===== src/rtl/i2c_ads1115_responder.sv =====
// i2c_ads1115_responder: I2C target emulating the ADS1115 register map.
// Conversion value comes from fabric; config writes are reported back.
module i2c_ads1115_responder #(
    parameter logic [6:0]  DEV_ADDR    = 7'h48,
    parameter int          SYNC_STAGES = 2,
    parameter logic [15:0] CFG_RESET   = 16'h8583
) (
    input  logic        clk,
    input  logic        reset,
    input  logic        scl_i,
    input  logic        sda_i,
    output logic        sda_oe,
    input  logic [15:0] conv_value,
    output logic [15:0] config_reg,
    output logic        config_wr,
    output logic [1:0]  pointer,
    output logic        busy
);

    typedef enum logic [3:0] {
        S_IDLE,
        S_ADDR,
        S_ADDR_ACK,
        S_PTR,
        S_PTR_ACK,
        S_WR_MSB,
        S_WR_MSB_ACK,
        S_WR_LSB,
        S_WR_LSB_ACK,
        S_RD_BYTE,
        S_RD_ACK,
        S_WAIT_STOP
    } state_t;

    logic [SYNC_STAGES-1:0] scl_sync_q;
    logic [SYNC_STAGES-1:0] sda_sync_q;
    logic                   scl_prev_q;
    logic                   sda_prev_q;

    logic scl_s;
    logic sda_s;
    logic start_det;
    logic stop_det;
    logic scl_rise;
    logic scl_fall;

    state_t      state_q;
    logic [3:0]  cnt_q;
    logic [7:0]  sh_q;
    logic [7:0]  msb_q;
    logic [15:0] rd_q;
    logic        sel_q;
    logic        rw_q;
    logic        ack_q;
    logic        oe_q;
    logic [1:0]  ptr_q;
    logic [15:0] cfg_q;
    logic [15:0] lo_q;
    logic [15:0] hi_q;
    logic        cfg_wr_q;
    logic [15:0] rd_mux;

    // Bring the bus pins into the clk domain and keep the last synced level.
    always_ff @(posedge clk or negedge reset) begin
        if (!reset) begin
            scl_sync_q <= '1;
            sda_sync_q <= '1;
            scl_prev_q <= 1'b1;
            sda_prev_q <= 1'b1;
        end else begin
            scl_sync_q <= {scl_sync_q[SYNC_STAGES-2:0], scl_i};
            sda_sync_q <= {sda_sync_q[SYNC_STAGES-2:0], sda_i};
            scl_prev_q <= scl_s;
            sda_prev_q <= sda_s;
        end
    end

    assign scl_s     = scl_sync_q[SYNC_STAGES-1];
    assign sda_s     = sda_sync_q[SYNC_STAGES-1];
    assign start_det = scl_s & scl_prev_q & sda_prev_q & ~sda_s;
    assign stop_det  = scl_s & scl_prev_q & ~sda_prev_q & sda_s;
    assign scl_rise  = scl_s & ~scl_prev_q;
    assign scl_fall  = ~scl_s & scl_prev_q;

    // Register read mux; pointer 0 is the live fabric conversion value.
    always_comb begin
        rd_mux = conv_value;
        unique case (ptr_q)
            2'd0: rd_mux = conv_value;
            2'd1: rd_mux = cfg_q;
            2'd2: rd_mux = lo_q;
            2'd3: rd_mux = hi_q;
            default: rd_mux = conv_value;
        endcase
    end

    // Protocol FSM: sample on SCL rise, drive SDA on SCL fall, START/STOP win.
    always_ff @(posedge clk or negedge reset) begin
        if (!reset) begin
            state_q  <= S_IDLE;
            cnt_q    <= 4'd0;
            sh_q     <= 8'd0;
            msb_q    <= 8'd0;
            rd_q     <= 16'd0;
            sel_q    <= 1'b0;
            rw_q     <= 1'b0;
            ack_q    <= 1'b1;
            oe_q     <= 1'b0;
            ptr_q    <= 2'd0;
            cfg_q    <= CFG_RESET;
            lo_q     <= 16'h8000;
            hi_q     <= 16'h7FFF;
            cfg_wr_q <= 1'b0;
        end else begin
            cfg_wr_q <= 1'b0;
            if (start_det) begin
                state_q <= S_ADDR;
                cnt_q   <= 4'd0;
                oe_q    <= 1'b0;
                sel_q   <= 1'b0;
            end else if (stop_det) begin
                state_q <= S_IDLE;
                oe_q    <= 1'b0;
            end else if (scl_rise) begin
                case (state_q)
                    S_ADDR, S_PTR, S_WR_MSB, S_WR_LSB, S_RD_BYTE: begin
                        if (cnt_q != 4'd8) begin
                            sh_q  <= {sh_q[6:0], sda_s};
                            cnt_q <= cnt_q + 4'd1;
                        end
                    end
                    S_RD_ACK: ack_q <= sda_s;
                    S_WR_LSB_ACK: begin
                        unique case (ptr_q)
                            2'd0: ;
                            2'd1: begin
                                cfg_q    <= {msb_q, sh_q};
                                cfg_wr_q <= 1'b1;
                            end
                            2'd2: lo_q <= {msb_q, sh_q};
                            2'd3: hi_q <= {msb_q, sh_q};
                            default: ;
                        endcase
                    end
                    default: ;
                endcase
            end else if (scl_fall) begin
                case (state_q)
                    S_ADDR: begin
                        if (cnt_q == 4'd8) begin
                            if (sh_q[7:1] == DEV_ADDR && sh_q[7:1] != 7'd0) begin
                                state_q <= S_ADDR_ACK;
                                oe_q    <= 1'b1;
                                rw_q    <= sh_q[0];
                            end else begin
                                state_q <= S_WAIT_STOP;
                                oe_q    <= 1'b0;
                            end
                        end
                    end
                    S_ADDR_ACK: begin
                        cnt_q <= 4'd0;
                        if (rw_q) begin
                            rd_q    <= rd_mux;
                            sel_q   <= 1'b0;
                            oe_q    <= ~rd_mux[15];
                            state_q <= S_RD_BYTE;
                        end else begin
                            oe_q    <= 1'b0;
                            state_q <= S_PTR;
                        end
                    end
                    S_PTR: begin
                        if (cnt_q == 4'd8) begin
                            ptr_q   <= sh_q[1:0];
                            oe_q    <= 1'b1;
                            state_q <= S_PTR_ACK;
                        end
                    end
                    S_PTR_ACK, S_WR_LSB_ACK: begin
                        oe_q    <= 1'b0;
                        cnt_q   <= 4'd0;
                        state_q <= S_WR_MSB;
                    end
                    S_WR_MSB: begin
                        if (cnt_q == 4'd8) begin
                            msb_q   <= sh_q;
                            oe_q    <= 1'b1;
                            state_q <= S_WR_MSB_ACK;
                        end
                    end
                    S_WR_MSB_ACK: begin
                        oe_q    <= 1'b0;
                        cnt_q   <= 4'd0;
                        state_q <= S_WR_LSB;
                    end
                    S_WR_LSB: begin
                        if (cnt_q == 4'd8) begin
                            oe_q    <= 1'b1;
                            state_q <= S_WR_LSB_ACK;
                        end
                    end
                    S_RD_BYTE: begin
                        if (cnt_q == 4'd8) begin
                            oe_q    <= 1'b0;
                            state_q <= S_RD_ACK;
                        end else begin
                            oe_q <= ~rd_q[{~sel_q, ~cnt_q[2:0]}];
                        end
                    end
                    S_RD_ACK: begin
                        cnt_q <= 4'd0;
                        if (ack_q) begin
                            oe_q    <= 1'b0;
                            state_q <= S_WAIT_STOP;
                        end else if (!sel_q) begin
                            sel_q   <= 1'b1;
                            oe_q    <= ~rd_q[7];
                            state_q <= S_RD_BYTE;
                        end else begin
                            rd_q    <= rd_mux;
                            sel_q   <= 1'b0;
                            oe_q    <= ~rd_mux[15];
                            state_q <= S_RD_BYTE;
                        end
                    end
                    default: ;
                endcase
            end
        end
    end

    assign sda_oe     = oe_q;
    assign config_reg = cfg_q;
    assign config_wr  = cfg_wr_q;
    assign pointer    = ptr_q;
    assign busy       = (state_q != S_IDLE);

endmodule


===== config.mk =====
export PLATFORM = sky130hd
export DESIGN_NAME = i2c_ads1115_responder
export DESIGN_NICKNAME = d
export VERILOG_FILES = /design/src/rtl/i2c_ads1115_responder.sv
export SDC_FILE = /design/constraint.sdc
export NUM_CORES = 1
export LEC_CHECK = 0
export BUFFER_PORTS_ARGS = -buffer_cell sky130_fd_sc_hd__clkbuf_2
export CORE_UTILIZATION = 50
export DETAILED_ROUTE_END_ITERATION = 8
export PLACE_DENSITY = 0.65
export SLEW_MARGIN = 40
export SYNTH_ARGS = -nofsm -noshare
export SYNTH_HDL_FRONTEND = slang
export SYNTH_SLANG_ARGS = --single-unit

===== constraint.sdc =====
create_clock -name clk -period 4.7 [get_ports clk]
set_input_delay 0 -clock clk [delete_from_list [all_inputs] [get_ports clk]]
set_output_delay 0 -clock clk [all_outputs]
set_load 0.005 [all_outputs]

==> results.yml <==
power:
  p_total_mw: 1.947
  vdd_drop_max_mv: 0.1932
  p_leak_nw: 2.402
  powerDensity_mw_per_mm2: 368.1
yosys:
  ys.flop_type: "dfrtp_1"
  synth_nets: 360
  ys_seq_area_share_pct: 53.89
  synthArstFlopShare_pct: 100.0
  syn_area_mm2: 0.004757
  synth.ff_latch_count: 101
  synth_edf_count: 0
  synth_cell_types: 51
  synthCells: 338
  avgSynthCellArea_um2: 14.07
  ys.warnings.count: 0
clock_tree:
  h-tree-depth: 3
  insertion_delay_ns: 0.36
  postCtsSetupBuffers: 0
  numCtsBuffers: 9
  cts_root_buffer: "clkbuf_8"
  cts_tree: "yes"
  clkTransAtPathRegs_ns: 0.10
  clock-sinks: 101
  clockBufferDepth: 2
setup_path:
  cp.arrival_ns: 2.89
  crit_path_max_fanout: 13
  cp-end-kind: "flip-flop"
  start_kind: "flip-flop"
  crit_type: "flip-flop to flip-flop"
  cp.required_ns: 4.99
outcome:
  status: "completed"
detailed_routing:
  num_vias: 2868
  dr.pass1.iters: 4
  totalWireLength_um: 9199
  first_iter_violations: 137
  ant_nets: 0
  via_per_inst: 5.635
  drc: 0
  avgRoutedWirePerCell_um: 18.07
sta:
  finClkSkew_ns: 0.01155
  worst_pin_slew_ns: 0.6955
  finalMaxSlewViolations: 0
  tns_ns: 0
  rsz0062_at_grt: "no"
  hold-worst-slack_ns: 0.07146
  max_freq_ghz: 0.3847
  slew_headroom_pct: 53.63
  fin_crit_ns: 2.600
  finalHoldViolations: 0
  setup_viol: 0
  period_share_pct: 55.31
floorplanning:
  start_util_pct: 51.48
  core_area_mm2: 0.009240
  std_cell_rows: 35
  ios: 41
  die_w_um: 99.54
  die_h_um: 99.54
  die_area_mm2: 0.009908
cells_and_area:
  areaGrowthSynthToFinish_pct: 11.18
  final_cell_area_mm2: 0.005289
  drive_gt1_share_pct: 47.63
  final_cell_mix: "mux2_2, dfrtp_1, clkbuf_2"
  fin_util_pct: 57.24
  fin_nets: 397
  antennaDiodeCount: 0
placed_design:
  place_area_mm2: 0.005044
  gp_congestion: 0.8909
  portBuffers: 40
  dp_hpwl_um: 6287
global_routing:
  grt.total_usage_pct: 20.21
  overflow: 0
  grt_pass1_vias: 2901
  antenna_found_initial: 0
  grt_max_degree: 63
  grt_pass1_wl_um: 15240
min_path:
  hold_class: "input port to flip-flop"
run:
  drv_cap: 0
cells by family (layout without fill, tap and decap cells):
kind of cell / Yosys count / count (layout) / synth area share, %
AO/OA/AOI/OAI: 28 / 28 / 3.577
adder cells (fa/ha/maj): 2 / 2 / 0.5260
multiplexers: 109 / 109 / 29.88
XOR/XNOR: 2 / 2 / 0.3683
flip-flops: 101 / 101 / 53.89
buffers and inverters: 26 / 68 / 2.630
AND/OR/NAND/NOR: 70 / 70 / 9.127
synthesized netlist by cell type (all sizes together), types with 2 or more instances:
cell type	number	area, um^2
nor4	3	33.78
or3	2	12.51
ha	2	25.02
mux2	84	945.9
buf	14	80.08
inv	7	26.28
a211oi	2	15.01
nor3	4	20.02
nor2	9	36.29
o21ai	10	50.05
nand2b	7	43.79
clkbuf	5	18.77
nand3	10	55.05
nand3b	4	37.53
nand4	3	18.77
dfrtp	72	1802
and3b	2	17.52
nor2b	5	31.28
mux4	18	405.4
a21oi	7	35.03
dfstp	29	762.0
nand2	11	41.29
mux2i	7	70.07
per-layer routing:
layer	track usage, %	vias to the layer above	share of wire (%)
li1	-	1327	-
met1	28.48	1482	46
met2	32.32	51	50
met3	2.741	8	2.5
met4	7.466	0	1.1
met5	0	-	0
layout make-up:
cell class                 instances  area [um^2]
clock buffer                      12        156.4
clock inverter                     4        55.05
fill                             760         3951
inverter                           7        26.28
multi-input combinational        211         2073
sequential                       101         2565
tap                              129        161.4
timing repair buffer              45        251.5
worst paths after layout:
| check | to | slack (ns) | startpoint | depth (start not counted) |
|---|---|---|---|---|
| max | sda_oe | 2.10 | pointer[0] | 6 |
| min | rd_q[8] | 0.07 | conv_value[8] | 3 |
| max reg2reg | sda_oe | 2.10 | pointer[0] | 6 |
| min reg2reg | scl_sync_q[1] | 0.36 | scl_sync_q[0] | 0 |
| max in group asynchronous | config_reg[15] | 3.61 | reset | 3 |
| min in group asynchronous | state_q[2] | 0.15 | reset | 2 |
power by group:
group          switching (mW)  total, mW  internal (mW)
registers               0.168       1.12          0.952
clock network           0.295      0.577          0.282
logic                   0.110      0.250          0.141
total                   0.572       1.95           1.37
timing repair:
item                       4_1_cts  5_1_grt
hold buffers                     3        0
hold endpoints to repair        41        0
setup endpoints to repair        0        0
resized for setup                0        0
through the flow:
stage / setup WS (ns) / cells
floorplan: 2.489 / 338
CTS: 2.052 / 509
global placement: 2.145 / 490
detailed placement: 2.071 / 490
finish: 2.100 / 509
global route: 1.837 / 509
critical path, cell delays in order (launching register included):
cell	delay [ns]
dfrtp_1	0.80
buf_4	0.33
mux4_2	0.52
a2111oi_0	0.42
mux2i_1	0.12
and4_1	0.22
a21oi_1	0.11
Note: power is estimated with default switching activity, not from simulation.
